==> src/rtl/core_pkg.sv <==
// Shared definitions for the RV32I multi-cycle core: opcode constants
// used by both the decoder and the sequencer, the sequencer state
// encoding, the write-back mux encodings and the default reset vector.
package core_pkg;

    localparam logic [31:0] RESET_PC_DEFAULT = 32'h0000_0000;

    localparam int STATE_W = 3;

    // insn[6:2] major opcodes
    localparam logic [4:0] OPC_LUI    = 5'b01101;
    localparam logic [4:0] OPC_AUIPC  = 5'b00101;
    localparam logic [4:0] OPC_JAL    = 5'b11011;
    localparam logic [4:0] OPC_JALR   = 5'b11001;
    localparam logic [4:0] OPC_BRANCH = 5'b11000;
    localparam logic [4:0] OPC_LOAD   = 5'b00000;
    localparam logic [4:0] OPC_STORE  = 5'b01000;
    localparam logic [4:0] OPC_OP     = 5'b01100;
    localparam logic [4:0] OPC_OPIMM  = 5'b00100;
    localparam logic [4:0] OPC_FENCE  = 5'b00011;

    // Register file write-back source select
    localparam logic [1:0] WB_ALU = 2'd0;
    localparam logic [1:0] WB_MEM = 2'd1;
    localparam logic [1:0] WB_PC4 = 2'd2;
    localparam logic [1:0] WB_IMM = 2'd3;

    typedef enum logic [STATE_W-1:0] {
        FETCH  = 3'd0,
        DECODE = 3'd1,
        EXEC   = 3'd2,
        MEM    = 3'd3,
        WB     = 3'd4,
        TRAP   = 3'd5
    } state_t;

    // True for every opcode the core knows how to sequence
    function automatic logic is_supported(input logic [4:0] op);
        case (op)
            OPC_LUI, OPC_AUIPC, OPC_JAL, OPC_JALR, OPC_BRANCH,
            OPC_LOAD, OPC_STORE, OPC_OP, OPC_OPIMM, OPC_FENCE: is_supported = 1'b1;
            default:                                           is_supported = 1'b0;
        endcase
    endfunction

    // True for opcodes that write a destination register in WB
    function automatic logic writes_rd(input logic [4:0] op);
        case (op)
            OPC_LUI, OPC_AUIPC, OPC_OP, OPC_OPIMM,
            OPC_LOAD, OPC_JAL, OPC_JALR:           writes_rd = 1'b1;
            default:                               writes_rd = 1'b0;
        endcase
    endfunction

    // Source of the register write-back value for a given opcode
    function automatic logic [1:0] wb_sel_of(input logic [4:0] op);
        case (op)
            OPC_LUI:            wb_sel_of = WB_IMM;
            OPC_LOAD:           wb_sel_of = WB_MEM;
            OPC_JAL, OPC_JALR:  wb_sel_of = WB_PC4;
            default:            wb_sel_of = WB_ALU;
        endcase
    endfunction

endpackage

==> src/rtl/core_ctrl_if.sv <==
// Bundle of the sequencer's connections to the decoder, ALU/comparator,
// memory port and register file. The master side is the sequencer; the
// slave side is the surrounding datapath.
interface core_ctrl_if;
    import core_pkg::*;

    logic [4:0]         opcode;
    logic               invalid;
    logic [31:0]        imm;
    logic [31:0]        alu_res;
    logic               br_taken;
    logic               mem_ready;

    logic               mem_req;
    logic               mem_we;
    logic               mem_addr_sel;
    logic               ir_we;
    logic               alu_a_sel;
    logic               alu_b_sel;
    logic               reg_we;
    logic [1:0]         wb_sel;
    logic [31:0]        pc;
    logic               retire;
    logic               trap;
    logic [STATE_W-1:0] state;

    modport master (
        input  opcode, invalid, imm, alu_res, br_taken, mem_ready,
        output mem_req, mem_we, mem_addr_sel, ir_we, alu_a_sel, alu_b_sel,
               reg_we, wb_sel, pc, retire, trap, state
    );

    modport slave (
        output opcode, invalid, imm, alu_res, br_taken, mem_ready,
        input  mem_req, mem_we, mem_addr_sel, ir_we, alu_a_sel, alu_b_sel,
               reg_we, wb_sel, pc, retire, trap, state
    );

endinterface

==> src/rtl/core_ctrl_pc_next.sv <==
// Next program counter selection for the sequencer, plus a flag raised
// when a jump or taken branch would land on a non-word-aligned address.
module pc_next
    import core_pkg::*;
(
    input  logic [31:0] pc,
    input  logic [31:0] imm,
    input  logic [31:0] alu_res,
    input  logic [4:0]  opcode,
    input  logic        br_taken,
    output logic [31:0] next_pc,
    output logic        misaligned
);

    logic [31:0] pc_plus4;
    logic [31:0] pc_plus_imm;
    logic [31:0] jalr_tgt;
    logic        redirect;

    assign pc_plus4    = pc + 32'd4;
    assign pc_plus_imm = pc + imm;
    assign jalr_tgt    = alu_res & 32'hFFFF_FFFE;

    // Choose the follow-on address; only redirected flow can be misaligned
    always_comb begin
        next_pc  = pc_plus4;
        redirect = 1'b0;
        case (opcode)
            OPC_JAL: begin
                next_pc  = pc_plus_imm;
                redirect = 1'b1;
            end
            OPC_JALR: begin
                next_pc  = jalr_tgt;
                redirect = 1'b1;
            end
            OPC_BRANCH: begin
                if (br_taken) begin
                    next_pc  = pc_plus_imm;
                    redirect = 1'b1;
                end
            end
            default: begin
                next_pc  = pc_plus4;
                redirect = 1'b0;
            end
        endcase
        misaligned = redirect & next_pc[1];
    end

endmodule

==> src/rtl/core_ctrl.sv <==
// Multi-cycle sequencer for the RV32I core. Holds the program counter and
// steps each instruction through FETCH, DECODE, EXEC, MEM and WB, driving
// the datapath enables and mux selects. Unsupported instructions and
// misaligned control transfers halt the core in TRAP until reset.
module core_ctrl
    import core_pkg::*;
#(
    parameter logic [31:0] RESET_PC = RESET_PC_DEFAULT
)
(
    input  logic       clk,
    input  logic       rst_n,
    core_ctrl_if.master bus
);

    state_t      state_q;
    state_t      state_d;
    logic [31:0] pc_q;
    logic [31:0] next_pc;
    logic        misaligned;
    logic        pc_we;

    logic        is_ld;
    logic        is_st;

    logic        mem_req;
    logic        mem_we;
    logic        mem_addr_sel;
    logic        ir_we;
    logic        alu_a_sel;
    logic        alu_b_sel;
    logic        reg_we;
    logic [1:0]  wb_sel;
    logic        retire;
    logic        trap;

    assign is_ld = (bus.opcode == OPC_LOAD);
    assign is_st = (bus.opcode == OPC_STORE);

    pc_next u_pc_next (
        .pc         (pc_q),
        .imm        (bus.imm),
        .alu_res    (bus.alu_res),
        .opcode     (bus.opcode),
        .br_taken   (bus.br_taken),
        .next_pc    (next_pc),
        .misaligned (misaligned)
    );

    // State register; reset restarts fetching from the reset vector
    always_ff @(posedge clk or negedge rst_n) begin
        if (!rst_n) begin
            state_q <= FETCH;
        end else begin
            state_q <= state_d;
        end
    end

    // Program counter advances only when an instruction retires
    always_ff @(posedge clk or negedge rst_n) begin
        if (!rst_n) begin
            pc_q <= RESET_PC;
        end else if (pc_we) begin
            pc_q <= next_pc;
        end
    end

    // Next-state and control decode from the current state and latched opcode
    always_comb begin
        state_d      = state_q;
        pc_we        = 1'b0;
        mem_req      = 1'b0;
        mem_we       = 1'b0;
        mem_addr_sel = 1'b0;
        ir_we        = 1'b0;
        alu_a_sel    = 1'b0;
        alu_b_sel    = 1'b0;
        reg_we       = 1'b0;
        wb_sel       = WB_ALU;
        retire       = 1'b0;
        trap         = 1'b0;
        case (state_q)
            FETCH: begin
                mem_req = 1'b1;
                ir_we   = bus.mem_ready;
                if (bus.mem_ready) begin
                    state_d = DECODE;
                end
            end
            DECODE: begin
                if (bus.invalid || !is_supported(bus.opcode)) begin
                    state_d = TRAP;
                end else begin
                    state_d = EXEC;
                end
            end
            EXEC: begin
                alu_a_sel = (bus.opcode == OPC_AUIPC);
                alu_b_sel = !((bus.opcode == OPC_OP) || (bus.opcode == OPC_BRANCH));
                state_d   = (is_ld || is_st) ? MEM : WB;
            end
            MEM: begin
                mem_req      = 1'b1;
                mem_addr_sel = 1'b1;
                mem_we       = is_st;
                alu_b_sel    = 1'b1;
                if (bus.mem_ready) begin
                    if (is_st) begin
                        retire  = 1'b1;
                        pc_we   = 1'b1;
                        state_d = FETCH;
                    end else begin
                        state_d = WB;
                    end
                end
            end
            WB: begin
                wb_sel = wb_sel_of(bus.opcode);
                if (misaligned) begin
                    state_d = TRAP;
                end else begin
                    reg_we  = writes_rd(bus.opcode);
                    retire  = 1'b1;
                    pc_we   = 1'b1;
                    state_d = FETCH;
                end
            end
            TRAP: begin
                trap = 1'b1;
            end
            default: begin
                state_d = TRAP;
            end
        endcase
    end

    assign bus.mem_req      = mem_req;
    assign bus.mem_we       = mem_we;
    assign bus.mem_addr_sel = mem_addr_sel;
    assign bus.ir_we        = ir_we;
    assign bus.alu_a_sel    = alu_a_sel;
    assign bus.alu_b_sel    = alu_b_sel;
    assign bus.reg_we       = reg_we;
    assign bus.wb_sel       = wb_sel;
    assign bus.pc           = pc_q;
    assign bus.retire       = retire;
    assign bus.trap         = trap;
    assign bus.state        = state_q;

endmodule

==> src/flat_wrapper.sv <==
// flat-port wrapper written by rule: the top's interface ports become plain ports
module core_ctrl_flat import core_pkg::*;
#(
    parameter logic [31:0] RESET_PC = RESET_PC_DEFAULT
)
  (clk, rst_n, bus_opcode, bus_invalid, bus_imm, bus_alu_res, bus_br_taken, bus_mem_ready, bus_mem_req, bus_mem_we, bus_mem_addr_sel, bus_ir_we, bus_alu_a_sel, bus_alu_b_sel, bus_reg_we, bus_wb_sel, bus_pc, bus_retire, bus_trap, bus_state);
  core_ctrl_if bus_i ();
  input  logic clk;
  input  logic rst_n;
  input wire logic [$bits(bus_i.opcode)-1:0] bus_opcode;
  input wire logic [$bits(bus_i.invalid)-1:0] bus_invalid;
  input wire logic [$bits(bus_i.imm)-1:0] bus_imm;
  input wire logic [$bits(bus_i.alu_res)-1:0] bus_alu_res;
  input wire logic [$bits(bus_i.br_taken)-1:0] bus_br_taken;
  input wire logic [$bits(bus_i.mem_ready)-1:0] bus_mem_ready;
  output wire logic [$bits(bus_i.mem_req)-1:0] bus_mem_req;
  output wire logic [$bits(bus_i.mem_we)-1:0] bus_mem_we;
  output wire logic [$bits(bus_i.mem_addr_sel)-1:0] bus_mem_addr_sel;
  output wire logic [$bits(bus_i.ir_we)-1:0] bus_ir_we;
  output wire logic [$bits(bus_i.alu_a_sel)-1:0] bus_alu_a_sel;
  output wire logic [$bits(bus_i.alu_b_sel)-1:0] bus_alu_b_sel;
  output wire logic [$bits(bus_i.reg_we)-1:0] bus_reg_we;
  output wire logic [$bits(bus_i.wb_sel)-1:0] bus_wb_sel;
  output wire logic [$bits(bus_i.pc)-1:0] bus_pc;
  output wire logic [$bits(bus_i.retire)-1:0] bus_retire;
  output wire logic [$bits(bus_i.trap)-1:0] bus_trap;
  output wire logic [$bits(bus_i.state)-1:0] bus_state;
  assign bus_i.opcode = bus_opcode;
  assign bus_i.invalid = bus_invalid;
  assign bus_i.imm = bus_imm;
  assign bus_i.alu_res = bus_alu_res;
  assign bus_i.br_taken = bus_br_taken;
  assign bus_i.mem_ready = bus_mem_ready;
  assign bus_mem_req = bus_i.mem_req;
  assign bus_mem_we = bus_i.mem_we;
  assign bus_mem_addr_sel = bus_i.mem_addr_sel;
  assign bus_ir_we = bus_i.ir_we;
  assign bus_alu_a_sel = bus_i.alu_a_sel;
  assign bus_alu_b_sel = bus_i.alu_b_sel;
  assign bus_reg_we = bus_i.reg_we;
  assign bus_wb_sel = bus_i.wb_sel;
  assign bus_pc = bus_i.pc;
  assign bus_retire = bus_i.retire;
  assign bus_trap = bus_i.trap;
  assign bus_state = bus_i.state;
  core_ctrl #(.RESET_PC(RESET_PC)) u_core (.clk(clk), .rst_n(rst_n), .bus(bus_i));
endmodule
==> config.mk <==
export PLATFORM = sky130hd
export DESIGN_NAME = core_ctrl_flat
export DESIGN_NICKNAME = d
export VERILOG_FILES = /design/src/rtl/core_pkg.sv /design/src/rtl/core_ctrl_if.sv /design/src/rtl/core_ctrl_pc_next.sv /design/src/rtl/core_ctrl.sv /design/src/flat_wrapper.sv
export SDC_FILE = /design/constraint.sdc
export NUM_CORES = 1
export LEC_CHECK = 0
export ABC_AREA = 1
export CAP_MARGIN = 20
export CORE_MARGIN = 2
export CORE_UTILIZATION = 57
export DETAILED_ROUTE_END_ITERATION = 10
export PLACE_DENSITY = 0.85
export SYNTH_ARGS = -nofsm -noshare
export SYNTH_HDL_FRONTEND = slang
export SYNTH_SLANG_ARGS = --single-unit
==> constraint.sdc <==
create_clock -name clk -period 6.5 [get_ports clk]
set_input_delay 0.65 -clock clk [delete_from_list [all_inputs] [get_ports clk]]
set_output_delay 0.65 -clock clk [all_outputs]
set_load 0.01 [all_outputs]
==> metrics.txt <==
run status=finished clean; root buffer cell=clkbuf_8; flip-flop and latch area=875.8 sq um; pwr dens=344.0 nW/um^2; initial antenna violation count=0; Starting Density=approximately three fifths; Worst-Skew Late Latency=roughly 0.29 ns; Syn Std Cell Area=around 5800 sq um; core area=approximately 9800 sq um; Slew @ Worst Pin=~0.97 ns; Synth Instances=between 1k and 1.5k; xor/xnor share of the synthesized area=between 2 and 3%; IO Pins=120; Post-synth EDFFs=0; vias in the first global route=around 6.5k; Worst VDD drop=0.1810 mV; syn_area_per_cell=roughly 5.3 sq um; clock sinks=35; area delta synth->final=22.51%; part of the cycle the worst path needs=roughly two thirds; Setup violations, final=0; post-CTS setup repair buffer count=0; H-tree depth=2; Synth Area in Compound Gates=about 8.4%; worst r2r path cells=16; post-synth net total=around 1.2k; fin nets=between 1k and 1.5k; CTS tree=done; first-pass GRT wire length=roughly 32 mm; post-synthesis mux area share=0%; DRC viols=0; number of port buffers=118; worst min-delay path category=primary input to asynchronous set/reset pin; layout cells sized above 1=3.763%; crit path DAT=3.62 ns; Worst-path clk slew=about 0.07 ns; Avg WL per Cell=roughly 15 microns; Fin Setup TNS=0 ns; row count=36; CP required=between 5 and 6 ns; Achievable Freq=0.2341 GHz; startpoint of the worst register-to-register path=u_core.bus.pc[0]$_DFFE_PN0P_; Post-Route Skew=0.006267 ns; most common cell after layout, fill and taps aside=nand2_1; Slew Viols, Final=0; Post-DRT Antenna Nets=0; DP HPWL=16.39 mm; Synth cell types=46; crit end category=output pin; combinational family with the most area after synthesis=simple AND/OR/NAND/NOR gates; Tot GR Track Use=a little over a third; PostCTS Resize Cnt=0; Max Cap Viol=0; Synth Area in Adders=under 10%; r2r setup slk=roughly 3.6 ns; CP max FO=between 40 and 50; placed insts=about 1.3k; Finished Layout Cells=about 1.3k; Leak=~3.8 nW; multi-input logic area=4044 sq um; minimum clock period=approximately 4.3 ns; Most used DFF post-synth=dfrtp_1; die width=around 100 microns; maximum number of pins on one net before global-route repair=50; R2R Path End=u_core.bus.pc[0]$_DFFE_PN0P_; crit path kind=primary input to output pin; gpl congestion=between 0.9 and 1; RSZ-0062 raised after global routing=no; vias per inst=roughly 5.4; Pre-Repair DR Iteration Count=7; total inserted antenna cells=0; grt ovf=0; Routed WL=19.70 mm; Vias=about 7k; crit path launch type=primary input; most frequent cells in the layout=nand2_1 (415), inv_1 (187), nor2_1 (150), clkdlybuf4s50_1 (117), nand3_1 (82); Final Hold Viols=0; Filler cells=968; die footprint=10950 sq um; Rel. slew slack=between 30% and 40%; iteration-0 DRC count of the detailed router=around 500; CTS max path bufs=2; CTS Hold Buffers Added=0; Die H=around 100 microns; Yosys reg bits=35; asr flop ratio synth=100.0%; Synth warnings=0; register area share after synthesis=15.16%; Synth Area in Simple Gates=approximately 51%; Num CTS Buffers=5
==> where the power goes <==
part           total [W]  internal, W  leakage, nW  switching (W)
registers       0.000523     0.000304        0.405       0.000219
logic            0.00175     0.000699         3.31        0.00105
clock network   0.000159    0.0000753       0.0422      0.0000841
total            0.00243      0.00108         3.76        0.00136
==> logic make-up after synthesis <==
group / after synthesis
xor+xnor: 17
buf+inv: 210
fa+ha+maj: 37
compound gates: 81
simple gates: 705
flops: 35
==> stage by stage <==
stage               worst slack, ns  hold slack [ns]  power, W  utilization [%]  cell area (sq um)
floorplan                     3.651           0.3544  0.001652                -               5776
global placement              2.307           0.5236  0.002199            71.23               6994
detailed placement            2.258           0.5451  0.002234            71.23               6994
CTS                           2.240           0.4751  0.002400            72.06               7076
global route                  2.066           0.4931  0.002663            72.06               7076
finish                        2.228           0.4457  0.002434            72.06               7076
==> routing by layer <==
| metal | global-route usage [%] | vias to the layer above | wire [microns] |
|---|---|---|---|
| met2 | 62.61 | 311 | 9308 |
| met3 | 4.055 | 34 | 1808 |
| met4 | 8.095 | 0 | 326 |
| met1 | 47.73 | 3214 | 8252 |
| li1 | - | 3566 | - |
| met5 | 0 | - | 0 |
==> synth_stat cells (2+ instances only) <==
| cell | count | area [sq um] |
|---|---|---|
| nand2_1 | 415 | 1558 |
| inv_1 | 187 | 701.9 |
| nor2_1 | 150 | 563.0 |
| nand3_1 | 82 | 410.4 |
| ha_1 | 36 | 450.4 |
| dfrtp_1 | 35 | 875.8 |
| a21oi_1 | 32 | 160.2 |
| o21ai_0 | 20 | 100.1 |
| nand4_1 | 12 | 75.07 |
| nor3_1 | 12 | 60.06 |
| xnor2_1 | 11 | 96.34 |
| inv_2 | 8 | 30.03 |
| xor2_1 | 6 | 52.55 |
| buf_2 | 5 | 25.02 |
| nand3b_1 | 5 | 37.54 |
| nor2_2 | 5 | 31.28 |
| o21ai_1 | 5 | 25.02 |
| o21ai_2 | 5 | 43.79 |
| or2_2 | 5 | 31.28 |
| nor2_4 | 4 | 45.04 |
| o211ai_1 | 4 | 30.03 |
| o21bai_1 | 4 | 30.03 |
| and2_1 | 3 | 18.77 |
| clkbuf_1 | 3 | 11.26 |
| nand2_2 | 3 | 18.77 |
| o221ai_1 | 3 | 26.28 |
| buf_4 | 2 | 15.01 |
| buf_6 | 2 | 22.52 |
| buf_8 | 2 | 30.03 |
| nand2_4 | 2 | 22.52 |
| nor4_1 | 2 | 12.51 |
==> flip-flops by register name (all words and copies together) (netlist names) <==
name / cells
u_core.bus.state: 3
u_core.bus.pc: 32
==> final cells by class <==
cell class / instances / share of cell area, %
clock buffers: 7 / 1.079
flip-flops and latches: 35 / 12.38
repair buffers: 118 / 16.62
well taps: 133 / 2.352
inverters: 195 / 10.34
multi-input cells: 840 / 57.15
clock inverters: 1 / 0.07073
==> how the worst max path moves through the flow <==
stage                    start         end  slack, ns
global placement    bus_imm[0]  bus_retire       2.31
global route        bus_imm[0]  bus_retire       2.07
detailed placement  bus_imm[0]  bus_retire       2.26
floorplan           bus_imm[0]  bus_retire       3.65
CTS                 bus_imm[0]  bus_retire       2.24
finish              bus_imm[0]  bus_retire       2.23
==> critical path, cell delays in order <==
cell and delay [ns]:
clkdlybuf4s50_1 0.46, ha_1 0.20, inv_1 0.08, fa_1 0.52
nand2_1 0.06, inv_1 0.05, nor2_1 0.03, nand2_1 0.06
nand2_1 0.06, nor2_1 0.11, nand2_2 0.09, nand2_2 0.08
nand2_4 0.09, nand2_4 0.42, clkdlybuf4s50_1 0.64
No activity file was read; power rests on OpenSTA's default activity.
